--- src/rtl/cpu_pkg.sv ---
// cpu_pkg: shared bus opcode, T-cycle phase and timing constants for the CPU core
package cpu_pkg;
    typedef enum logic [2:0] {
        BUS_IDLE  = 3'd0,
        BUS_IF    = 3'd1,
        BUS_WRITE = 3'd2,
        BUS_READ  = 3'd3,
        BUS_IF_CB = 3'd4
    } bus_opcode_t;
    typedef enum logic [1:0] {
        T1 = 2'd0,
        T2 = 2'd1,
        T3 = 2'd2,
        T4 = 2'd3
    } t_phase_t;
    localparam int T_PER_M = 4;
endpackage

--- src/rtl/cpu_bus_responder.sv ---
// cpu_bus_responder: sequences M-cycles into T-cycles and services bus requests on a byte-wide memory port
module cpu_bus_responder
    import cpu_pkg::*;
#(
    parameter int ADDR_W = 16,
    parameter int DATA_W = 8
) (
    input  logic              clk,
    input  logic              rst,
    input  bus_opcode_t       bus_op,
    input  logic [ADDR_W-1:0] bus_addr,
    input  logic [DATA_W-1:0] bus_wdata,
    output logic              m_tick,
    output logic [1:0]        t_phase,
    output logic [DATA_W-1:0] rdata,
    output logic [DATA_W-1:0] ir,
    output logic              cb_prefix,
    output logic [ADDR_W-1:0] mem_addr,
    output logic [DATA_W-1:0] mem_wdata,
    output logic              mem_rd,
    output logic              mem_wr,
    input  logic [DATA_W-1:0] mem_rdata,
    input  logic              mem_ready
);
    t_phase_t          phase;
    bus_opcode_t       op_q;
    logic [ADDR_W-1:0] addr_q;
    logic [DATA_W-1:0] wdata_q;
    logic              stall;
    logic              rd_op;
    logic              cap;
    assign rd_op     = (op_q == BUS_READ) || (op_q == BUS_IF) || (op_q == BUS_IF_CB);
    assign stall     = (phase == T3) && (op_q != BUS_IDLE) && !mem_ready;
    assign cap       = (phase == T3) && !stall;
    assign m_tick    = (phase == T4);
    assign t_phase   = phase;
    assign mem_addr  = addr_q;
    assign mem_wdata = wdata_q;
    assign mem_rd    = rd_op && (phase != T4);
    assign mem_wr    = (op_q == BUS_WRITE) && ((phase == T2) || (phase == T3));
    // Phase counter with T3 wait states, and request capture at the end of each M-cycle
    always_ff @(posedge clk or posedge rst) begin
        if (rst) begin
            phase   <= T4;
            op_q    <= BUS_IDLE;
            addr_q  <= '0;
            wdata_q <= '0;
        end else begin
            phase <= stall ? phase : t_phase_t'(phase + 2'd1);
            if (m_tick) begin
                op_q    <= (bus_op > BUS_IF_CB) ? BUS_IDLE : bus_op;
                addr_q  <= bus_addr;
                wdata_q <= bus_wdata;
            end
        end
    end
    // Return read data, opcode byte and CB flag on the edge leaving T3
    always_ff @(posedge clk or posedge rst) begin
        if (rst) begin
            rdata     <= '0;
            ir        <= '0;
            cb_prefix <= 1'b0;
        end else begin
            rdata     <= (cap && op_q == BUS_READ) ? mem_rdata : rdata;
            ir        <= (cap && (op_q == BUS_IF || op_q == BUS_IF_CB)) ? mem_rdata : ir;
            cb_prefix <= (cap && op_q == BUS_IF) ? 1'b0 : (cap && op_q == BUS_IF_CB) ? 1'b1 : cb_prefix;
        end
    end
endmodule

--- config.mk ---
export PLATFORM = sky130hd
export DESIGN_NAME = cpu_bus_responder
export DESIGN_NICKNAME = d
export VERILOG_FILES = /design/src/rtl/cpu_pkg.sv /design/src/rtl/cpu_bus_responder.sv
export SDC_FILE = /design/constraint.sdc
export NUM_CORES = 1
export LEC_CHECK = 0
export ABC_AREA = 1
export CAP_MARGIN = 20
export CORE_ASPECT_RATIO = 1.75
export CORE_UTILIZATION = 42
export CTS_BUF_LIST = sky130_fd_sc_hd__clkbuf_4 sky130_fd_sc_hd__clkbuf_8 sky130_fd_sc_hd__clkbuf_16
export CTS_CLUSTER_DIAMETER = 60
export DETAILED_ROUTE_END_ITERATION = 8
export PLACE_DENSITY = 0.84
export SETUP_SLACK_MARGIN = 0.4
export SLEW_MARGIN = 20
export SYNTH_ARGS = -nofsm -noshare
export SYNTH_HDL_FRONTEND = slang
export SYNTH_SLANG_ARGS = --single-unit
--- constraint.sdc ---
create_clock -name clk -period 1.95 [get_ports clk]
set_input_delay 0.39 -clock clk [delete_from_list [all_inputs] [get_ports clk]]
set_output_delay 0.39 -clock clk [all_outputs]
set_load 0.01 [all_outputs]
Yosys cells after proc, flatten, opt, wreduce, memory -nomap -nowiden. Cells that the tools add are included.

Add/sub/neg operators: 1. Multiply operators: 0. Div/mod/pow operators: 0. Order comparisons: 1. Equal/unequal tests: 8. Shift operators: 0. Muxes and demuxes: 3. Bitwise logic cells: 0. Reduce and logical (&&, ||, !) cells: 17.

Operators with widths (count): $logic_and 1x1->1 (9); $eq 3x2->1 const B (2); $eq 2x2->1 const B (2); $logic_or 1x1->1 (4); $eq 3x1->1 const B (1); $eq 3x3->1 const B (1); $gt 3x3->1 const B (1); $mux 3 (1); $reduce_bool 3->1 (1); $add 2x1->2 const B (1); $eq 2x1->1 const B (1); $logic_not 1->1 (2); $mux 1 (2); $ne 2x2->1 const B (1); $reduce_bool 2->1 (1).

Register bits after elaboration: 46. Latch bits: 0. Bits in writable memories: 0. ROM bits: 0. Output and inout bits: 46. Logic and storage cells: 37. Memories: 0.

Logic depth before layout (Yosys ltp). Gate-level depths: netlist of the first run.

Depth after elaboration: 8. Mapped depth: 9. Mapped depth without buffers: 8.

Worst setup path after synthesis of the first run. OpenSTA, ideal clock, no wires.

Path kind: register to output. From: register phase[0], in the netlist t_phase[0]. To: output mem_wr. Arrival: 1.210 ns. Required time: 1.560 ns. Path slack: 0.350 ns. Stages on the path, launching flop included: 4. Cells stage by stage: dfstp_2 inv_1 ha_1 nor3_1.

Longest elaborated chain between the ends: 3. Elaborated cells on any way between the ends: 4.

Ends and longest elaborated chain: start: declaration (line cpu_bus_responder.sv:25) `t_phase_t phase;`; start signal: assignment (line cpu_bus_responder.sv:49) `phase <= stall ? phase : t_phase_t'(phase + 2'd1);`; $eq 2x1->1 / $eq 2x2->1 (equally long branches) (line cpu_bus_responder.sv:40) `assign mem_wr = (op_q == BUS_WRITE) && ((phase == T2) || (phase == T3));`; $logic_or 1x1->1 * (line cpu_bus_responder.sv:40); $logic_and 1x1->1 * (line cpu_bus_responder.sv:40); end: declaration (line cpu_bus_responder.sv:21) `output logic mem_wr,`.

Every way passes the cells marked *; elsewhere a longest branch is shown, timed or not.

Final worst setup path of the first run.
From: register phase[1], in the netlist t_phase[1]. To: output mem_rd.

Longest elaborated chain between the ends: 2.

Ends and longest elaborated chain: $ne 2x2->1 (line cpu_bus_responder.sv:39) `assign mem_rd = rd_op && (phase != T4);`; $logic_and 1x1->1 (line cpu_bus_responder.sv:39); end: declaration (line cpu_bus_responder.sv:20) `output logic mem_rd,`.

Every way passes these cells.

==> results of run 1 <==
## state kept, by name (all words and copies together), names as in the netlist
signal     flops
mem_wdata      8
op_q           3
rdata          8
t_phase        2
mem_addr      16
ir             8
cb_prefix      1
## per-layer routing
layer | vias to the layer above | GRT usage [%] | share of wire [%]
met5 | - | 0 | 0
li1 | 748 | - | -
met4 | 0 | 8.33 | 1.8
met1 | 757 | 22.3 | 35
met3 | 8 | 2.68 | 3.6
met2 | 58 | 36.3 | 60
## placed cells by master, fill, tap and decap left out, types with 2 or more instances in the layout
cell	synthesis	layout
sky130_fd_sc_hd__nand3_4	2	2
sky130_fd_sc_hd__clkbuf_8	0	6
sky130_fd_sc_hd__dfrtp_1	44	43
sky130_fd_sc_hd__o21ai_0	3	3
sky130_fd_sc_hd__inv_1	6	4
sky130_fd_sc_hd__dlygate4sd2_1	0	41
sky130_fd_sc_hd__nor2_1	3	2
sky130_fd_sc_hd__nand2_1	37	37
sky130_fd_sc_hd__clkdlybuf4s50_1	0	37
sky130_fd_sc_hd__inv_2	1	3
sky130_fd_sc_hd__nand2_4	2	2
sky130_fd_sc_hd__clkbuf_16	0	2
sky130_fd_sc_hd__nand3_1	4	4
sky130_fd_sc_hd__buf_4	2	8
sky130_fd_sc_hd__dfstp_2	2	2
sky130_fd_sc_hd__a21oi_1	2	2
sky130_fd_sc_hd__buf_2	3	3
sky130_fd_sc_hd__ha_4	0	2
sky130_fd_sc_hd__nand2_2	1	2
sky130_fd_sc_hd__mux2_2	24	24
sky130_fd_sc_hd__nand4_1	17	17
sky130_fd_sc_hd__nor2_4	1	2
sky130_fd_sc_hd__buf_8	0	2
sky130_fd_sc_hd__buf_6	0	2
## cell families after synthesis
logic type,Yosys count,synth area share (%)
xor+xnor,1,0.455
buf+inv,14,4.16
compound gates,5,1.30
fa+ha+maj,2,1.30
flops,46,59.9
simple gates,69,18.8
mux,24,14.0
## how the worst max path moves through the flow
stage                from      endpoint  slack [ns]  cells after the start
2_1_floorplan  t_phase[0]  mem_addr[10]        0.42                      3
3_3_place_gp   t_phase[0]        mem_wr      -0.007                      4
3_5_place_dp   t_phase[0]        mem_wr       -0.02                      4
4_1_cts        t_phase[1]        mem_wr        0.18                      3
5_1_grt        t_phase[0]        mem_wr        0.13                      4
6_report       t_phase[1]        mem_rd        0.22                      4
## timing repair
| action | in CTS | in global routing |
|---|---|---|
| pin swaps | 2 | 2 |
| resized for setup | 67 | 8 |
| setup endpoints to repair | 70 | 45 |
| endpoints found under the hold margin | 0 | 0 |
| cloned | 0 | 4 |
| buffers inserted | 1 | 3 |
## power by group
| part | leakage (nW) | internal (mW) | switching [mW] | total [mW] |
|---|---|---|---|---|
| clock | 0.0619 | 0.432 | 0.302 | 0.734 |
| sequential | 0.560 | 1.43 | 0.248 | 1.68 |
| combinational | 0.829 | 1.28 | 1.18 | 2.46 |
| total | 1.45 | 3.14 | 1.73 | 4.87 |
## final cells by class
type                       instances  area [um^2]
fill                             345         1370
sequential                        46         1150
timing repair buffer              97          932
multi-input combinational        102          736
clock buffer                       7         90.1
tap                               51         63.8
clock inverter                     1         30.0
inverter                           7         26.3
## critical path, stage by stage (launching register included)
cell                      delay, ns
sky130_fd_sc_hd__dfstp_2       0.58
sky130_fd_sc_hd__buf_6         0.12
sky130_fd_sc_hd__ha_4          0.15
sky130_fd_sc_hd__a21oi_1       0.04
sky130_fd_sc_hd__buf_2         0.14
==> out/qor.txt, run 1 <==
CELLS AND AREA
----------------------------------------------------------------------------------------
Area growth from synthesis to layout ......................................        57.5%
Nets ......................................................................          299
Fraction of layout instances using a drive strength above 1 ...............        26.5%
Diode count ...............................................................            0
End-of-flow core utilization ..............................................        68.9%
Final cell count without fillers ..........................................          311
Design Area, Final ........................................................    3030 um^2

TIMING
----------------------------------------------------------------------------------------
Post-route worst hold slack ...............................................     0.366 ns
Normalized max-slew margin ................................................        77.1%
Post-layout min period ....................................................      1.73 ns
Transition time of the tightest slew-check pin ............................     0.343 ns
Final Slew Violations .....................................................            0
FMAX ......................................................................      579 MHz
Final setup TNS ...........................................................         0 ns
Final setup vio count .....................................................            0
Final worst clock skew ....................................................   0.00869 ns
Ratio of final minimum period to clock period .............................        88.6%
Setup repair after global routing missed its margin .......................         true
Worst-case setup margin in the final layout ...............................     0.223 ns
Count of final hold-check violations ......................................            0

SYNTH
----------------------------------------------------------------------------------------
Synth Flop Type ........................................................... sky130_fd_sc_hd__dfrtp_1
Number of distinct standard cells referenced by the synthesized netlist ...           23
Count of mapped cells out of synthesis ....................................          161
Biggest area contributors in the synthesized netlist ...................... sky130_fd_sc_hd__dfrtp_1 (57%), sky130_fd_sc_hd__mux2_2 (14%), sky130_fd_sc_hd__nand2_1 (7.2%), sky130_fd_sc_hd__nand4_1 (5.5%), sky130_fd_sc_hd__dfstp_2 (2.7%)
Biggest area consumer among synthesized cells ............................. sky130_fd_sc_hd__dfrtp_1
Per-instance average area after synthesis .................................    12.0 um^2
Number of enable flip-flop cells after synthesis ..........................            0
Async set-or-reset flop fraction in the synthesized netlist ...............         100%
Sequential fraction of the synthesis area .................................        59.9%
Cell area after synthesis .................................................    1930 um^2
Flops & latches, synth ....................................................           46
Post-Syn Nets .............................................................          201
Syn. warnings .............................................................            0
Leading cell type by number of instances after synthesis .................. sky130_fd_sc_hd__dfrtp_1
Portion of synthesized cell area occupied by the leading cell type ........        57.2%
Top cell types by occurrence after synthesis .............................. sky130_fd_sc_hd__dfrtp_1 (44), sky130_fd_sc_hd__nand2_1 (37), sky130_fd_sc_hd__mux2_2 (24), sky130_fd_sc_hd__nand4_1 (17), sky130_fd_sc_hd__inv_1 (6)

ROUTING
----------------------------------------------------------------------------------------
DRC violations left .......................................................            0
DRT antenna net count .....................................................            0
Via count of the routed design ............................................         1571
Total routed wirelength ...................................................      4990 um
Post-DR wirelength/cell ...................................................      16.0 um
Number of DRC markers in iteration 0 ......................................           43
Number of search-and-repair iterations in the first detailed-routing pass .            4
Avg Vias per Cell .........................................................         5.05

CLOCK NETWORK
----------------------------------------------------------------------------------------
Clock transition at path regs .............................................      0.08 ns
Number of H-tree levels ...................................................            2
Hold-fix buffers at CTS ...................................................            0
Max Buffers Root-to-Sink ..................................................            2
Skew-Pair Late Insertion Delay ............................................      0.30 ns
Clock tree from TritonCTS .................................................         done
CTS sink cnt ..............................................................           46
Number of buffers created by CTS ..........................................            5
Clock root buffer ......................................................... sky130_fd_sc_hd__clkbuf_8

WORST SETUP PATH
----------------------------------------------------------------------------------------
Worst setup SP type .......................................................         flop
Reg2Reg Launch Point ......................................................   t_phase[1]
Endpoint of the lowest-slack register-to-register path .................... mem_wdata[6]
Crit-path max FO ..........................................................            3
Internal reg-to-reg setup slack ...........................................      0.34 ns
CP arrival ................................................................      1.34 ns
Number of cell instances on the worst register-to-register path ...........            5
Required time of the worst setup path .....................................      1.56 ns
Crit. End Element ......................................................... primary output
Crit Path Category ........................................................ flop to primary output

GLOBAL ROUTE
----------------------------------------------------------------------------------------
Wire length of the first global-routing pass ..............................      7160 um
Initial antenna violation count ...........................................            0
Total global routing overflow .............................................            0
Via count of the first global-routing pass ................................         1493
Maximum number of pins on one net before global-route repair ..............           25
GRT Resource Usage Total ..................................................        20.1%

PLACED DESIGN
----------------------------------------------------------------------------------------
Placed wire-length estimate after detailed placement ......................      3310 um
Port bufs .................................................................           83
Placement-stage worst setup slack .........................................   -0.0162 ns
Cell Count Post-Placement .................................................          295
Placed inst area ..........................................................    2820 um^2
GP Congestion .............................................................        0.863

DIE
----------------------------------------------------------------------------------------
DIE AREA ..................................................................    4870 um^2
Core ar. ..................................................................    4400 um^2
Vert. Die Dim .............................................................      91.6 um
Initial Utilization .......................................................        43.7%
Number of primary I/O pins ................................................           84
FP Rows ...................................................................           32
Floorplan die width .......................................................      53.2 um

FLOW RUN
----------------------------------------------------------------------------------------
Max-cap check violation count .............................................            0

PWR
----------------------------------------------------------------------------------------
Post-route total power ....................................................      4.87 mW
Power density cells ....................................................... 1600 nW/um^2
Peak supply drop ..........................................................     0.977 mV
Leakage ...................................................................      1.45 nW

MIN PATH
----------------------------------------------------------------------------------------
Class of the tightest hold or removal check ............................... input port to asynchronous set/reset pin

STATUS
----------------------------------------------------------------------------------------
Result of the run ......................................................... finished, final reports clean

(Power assumes the default switching activity.)
==> inputs of run 2 (changes only) <==
--- a/config.mk
+++ b/config.mk
@@ -12,9 +12,9 @@
 export CTS_BUF_LIST = sky130_fd_sc_hd__clkbuf_4 sky130_fd_sc_hd__clkbuf_8 sky130_fd_sc_hd__clkbuf_16
 export CTS_CLUSTER_DIAMETER = 60
 export DETAILED_ROUTE_END_ITERATION = 8
-export PLACE_DENSITY = 0.84
+export HOLD_SLACK_MARGIN = 0.06
+export PLACE_DENSITY = 0.8
 export SETUP_SLACK_MARGIN = 0.4
-export SLEW_MARGIN = 20
 export SYNTH_ARGS = -nofsm -noshare
 export SYNTH_HDL_FRONTEND = slang
 export SYNTH_SLANG_ARGS = --single-unit
==> out/qor.txt, run 2 (synthesized netlist as in run 1, its figures left out) <==
STATUS
----------------------------------------------------------------------------------------
Result of the run ......................................................... finished, final reports clean

CLOCK NETWORK
----------------------------------------------------------------------------------------
Number of buffers created by CTS ..........................................            5
Skew-Pair Late Insertion Delay ............................................      0.29 ns
Clock transition at path regs .............................................      0.09 ns
Clock root buffer ......................................................... sky130_fd_sc_hd__clkbuf_8
CTS sink cnt ..............................................................           46
Clock tree from TritonCTS .................................................         done
Hold-fix buffers at CTS ...................................................            0
Number of H-tree levels ...................................................            2
Max Buffers Root-to-Sink ..................................................            2

TIMING
----------------------------------------------------------------------------------------
Final setup vio count .....................................................            0
Normalized max-slew margin ................................................        67.8%
Post-layout min period ....................................................      1.80 ns
Setup repair after global routing missed its margin .......................         true
FMAX ......................................................................      555 MHz
Worst-case setup margin in the final layout ...............................     0.147 ns
Ratio of final minimum period to clock period .............................        92.4%
Final setup TNS ...........................................................         0 ns
Final worst clock skew ....................................................   0.00412 ns
Post-route worst hold slack ...............................................     0.427 ns
Transition time of the tightest slew-check pin ............................     0.482 ns
Count of final hold-check violations ......................................            0
Final Slew Violations .....................................................            0

PLACED DESIGN
----------------------------------------------------------------------------------------
Cell Count Post-Placement .................................................          294
Placed wire-length estimate after detailed placement ......................      3280 um
Placement-stage worst setup slack .........................................   -0.0282 ns
Placed inst area ..........................................................    2830 um^2
GP Congestion .............................................................        0.791
Port bufs .................................................................           83

PWR
----------------------------------------------------------------------------------------
Leakage ...................................................................      1.56 nW
Post-route total power ....................................................      5.16 mW
Peak supply drop ..........................................................      1.17 mV
Power density cells ....................................................... 1630 nW/um^2

WORST SETUP PATH
----------------------------------------------------------------------------------------
CP arrival ................................................................      1.41 ns
Required time of the worst setup path .....................................      1.56 ns
Internal reg-to-reg setup slack ...........................................      0.38 ns
Worst setup SP type .......................................................         flop
Crit-path max FO ..........................................................            2
Crit Path Category ........................................................ flop to primary output
Crit. End Element ......................................................... primary output
Number of cell instances on the worst register-to-register path ...........            5

DIE
----------------------------------------------------------------------------------------
Vert. Die Dim .............................................................      91.6 um
Core ar. ..................................................................    4400 um^2
DIE AREA ..................................................................    4870 um^2
Floorplan die width .......................................................      53.2 um
Number of primary I/O pins ................................................           84
Initial Utilization .......................................................        43.7%
FP Rows ...................................................................           32

GLOBAL ROUTE
----------------------------------------------------------------------------------------
GRT Resource Usage Total ..................................................        20.7%
Via count of the first global-routing pass ................................         1566
Initial antenna violation count ...........................................            0
Total global routing overflow .............................................            0
Maximum number of pins on one net before global-route repair ..............           25
Wire length of the first global-routing pass ..............................      7180 um

CELLS AND AREA
----------------------------------------------------------------------------------------
Area growth from synthesis to layout ......................................        64.3%
End-of-flow core utilization ..............................................        71.8%
Final cell count without fillers ..........................................          314
Diode count ...............................................................            0
Design Area, Final ........................................................    3160 um^2
Nets ......................................................................          302
Fraction of layout instances using a drive strength above 1 ...............        27.4%
Number of flip-flops in the largest register ..............................           16
Most common cell after layout, fill and taps aside ........................ sky130_fd_sc_hd__dfrtp_1
Most used cells in the layout excluding fill and tap cells ................ sky130_fd_sc_hd__dfrtp_1 (44), sky130_fd_sc_hd__dlygate4sd2_1 (41), sky130_fd_sc_hd__nand2_1 (37), sky130_fd_sc_hd__clkdlybuf4s50_1 (37), sky130_fd_sc_hd__mux2_4 (24)

ROUTING
----------------------------------------------------------------------------------------
DRC violations left .......................................................            0
Avg Vias per Cell .........................................................         5.10
Post-DR wirelength/cell ...................................................      16.1 um
Number of DRC markers in iteration 0 ......................................           29
Number of search-and-repair iterations in the first detailed-routing pass .            4
Total routed wirelength ...................................................      5060 um
DRT antenna net count .....................................................            0
Via count of the routed design ............................................         1600

MIN PATH
----------------------------------------------------------------------------------------
Class of the tightest hold or removal check ............................... input port to asynchronous set/reset pin

FLOW RUN
----------------------------------------------------------------------------------------
Max-cap check violation count .............................................            0

[run 2: cell count changes in the layout (fill, tap and decap cells not counted)]
cell,change
sky130_fd_sc_hd__a21oi_1,-1
sky130_fd_sc_hd__clkbuf_2,-1
sky130_fd_sc_hd__a21oi_2,+1
sky130_fd_sc_hd__clkbuf_4,-1
sky130_fd_sc_hd__buf_6,+2
sky130_fd_sc_hd__mux2_2,-24
sky130_fd_sc_hd__buf_4,+1
sky130_fd_sc_hd__dfrtp_1,+1
sky130_fd_sc_hd__buf_12,+1
sky130_fd_sc_hd__mux2_4,+24
sky130_fd_sc_hd__dfrtp_2,-1
sky130_fd_sc_hd__clkbuf_8,-1
sky130_fd_sc_hd__clkinvlp_4,+2
[run 2: per-layer routing]
metal	track usage [%]	wire length [um]	vias to the layer above
li1	-	-	757
met1	21.7	1920	790
met2	36.5	2890	47
met3	3.35	159	6
met4	11.8	88	0
met5	0	0	-
[run 2: final cells by class]
cell class	instances	area [um^2]
multi-input cells	102	830
fillers	356	1240
clock inverters	3	45.0
clock buffers	5	68.8
well taps	51	63.8
inverters	7	26.3
repair buffers	100	977
flip-flops and latches	46	1150
[run 2: critical path, cell delays in order, from the launching register on]
cell                      delay, ns
sky130_fd_sc_hd__dfstp_2       0.56
sky130_fd_sc_hd__inv_2         0.05
sky130_fd_sc_hd__ha_4          0.21
sky130_fd_sc_hd__nor3_2        0.15
sky130_fd_sc_hd__buf_2         0.15
[run 2: worst paths after layout]
path,to,from
max reg2reg,mem_wdata[1],t_phase[1]
max,mem_wr,t_phase[0]
min,mem_addr[8],rst
min in group clk,rdata[2],rdata[2]
max in group asynchronous,ir[2],rst
min reg2reg,rdata[2],rdata[2]
[run 2: report_power, final]
group / leakage [nW] / internal, mW / total, mW / switching (mW)
Clock: 0.0504 / 0.381 / 0.707 / 0.326
Combinational: 0.944 / 1.54 / 2.78 / 1.24
Sequential: 0.561 / 1.43 / 1.67 / 0.242
Total: 1.56 / 3.35 / 5.16 / 1.81
[run 2: timing repair]
| item | 4_1_cts | 5_1_grt |
|---|---|---|
| gates cloned | 0 | 4 |
| endpoints found under the setup margin | 70 | 45 |
| buffers inserted | 3 | 5 |
| pin swaps | 0 | 4 |
| resized for setup | 68 | 34 |
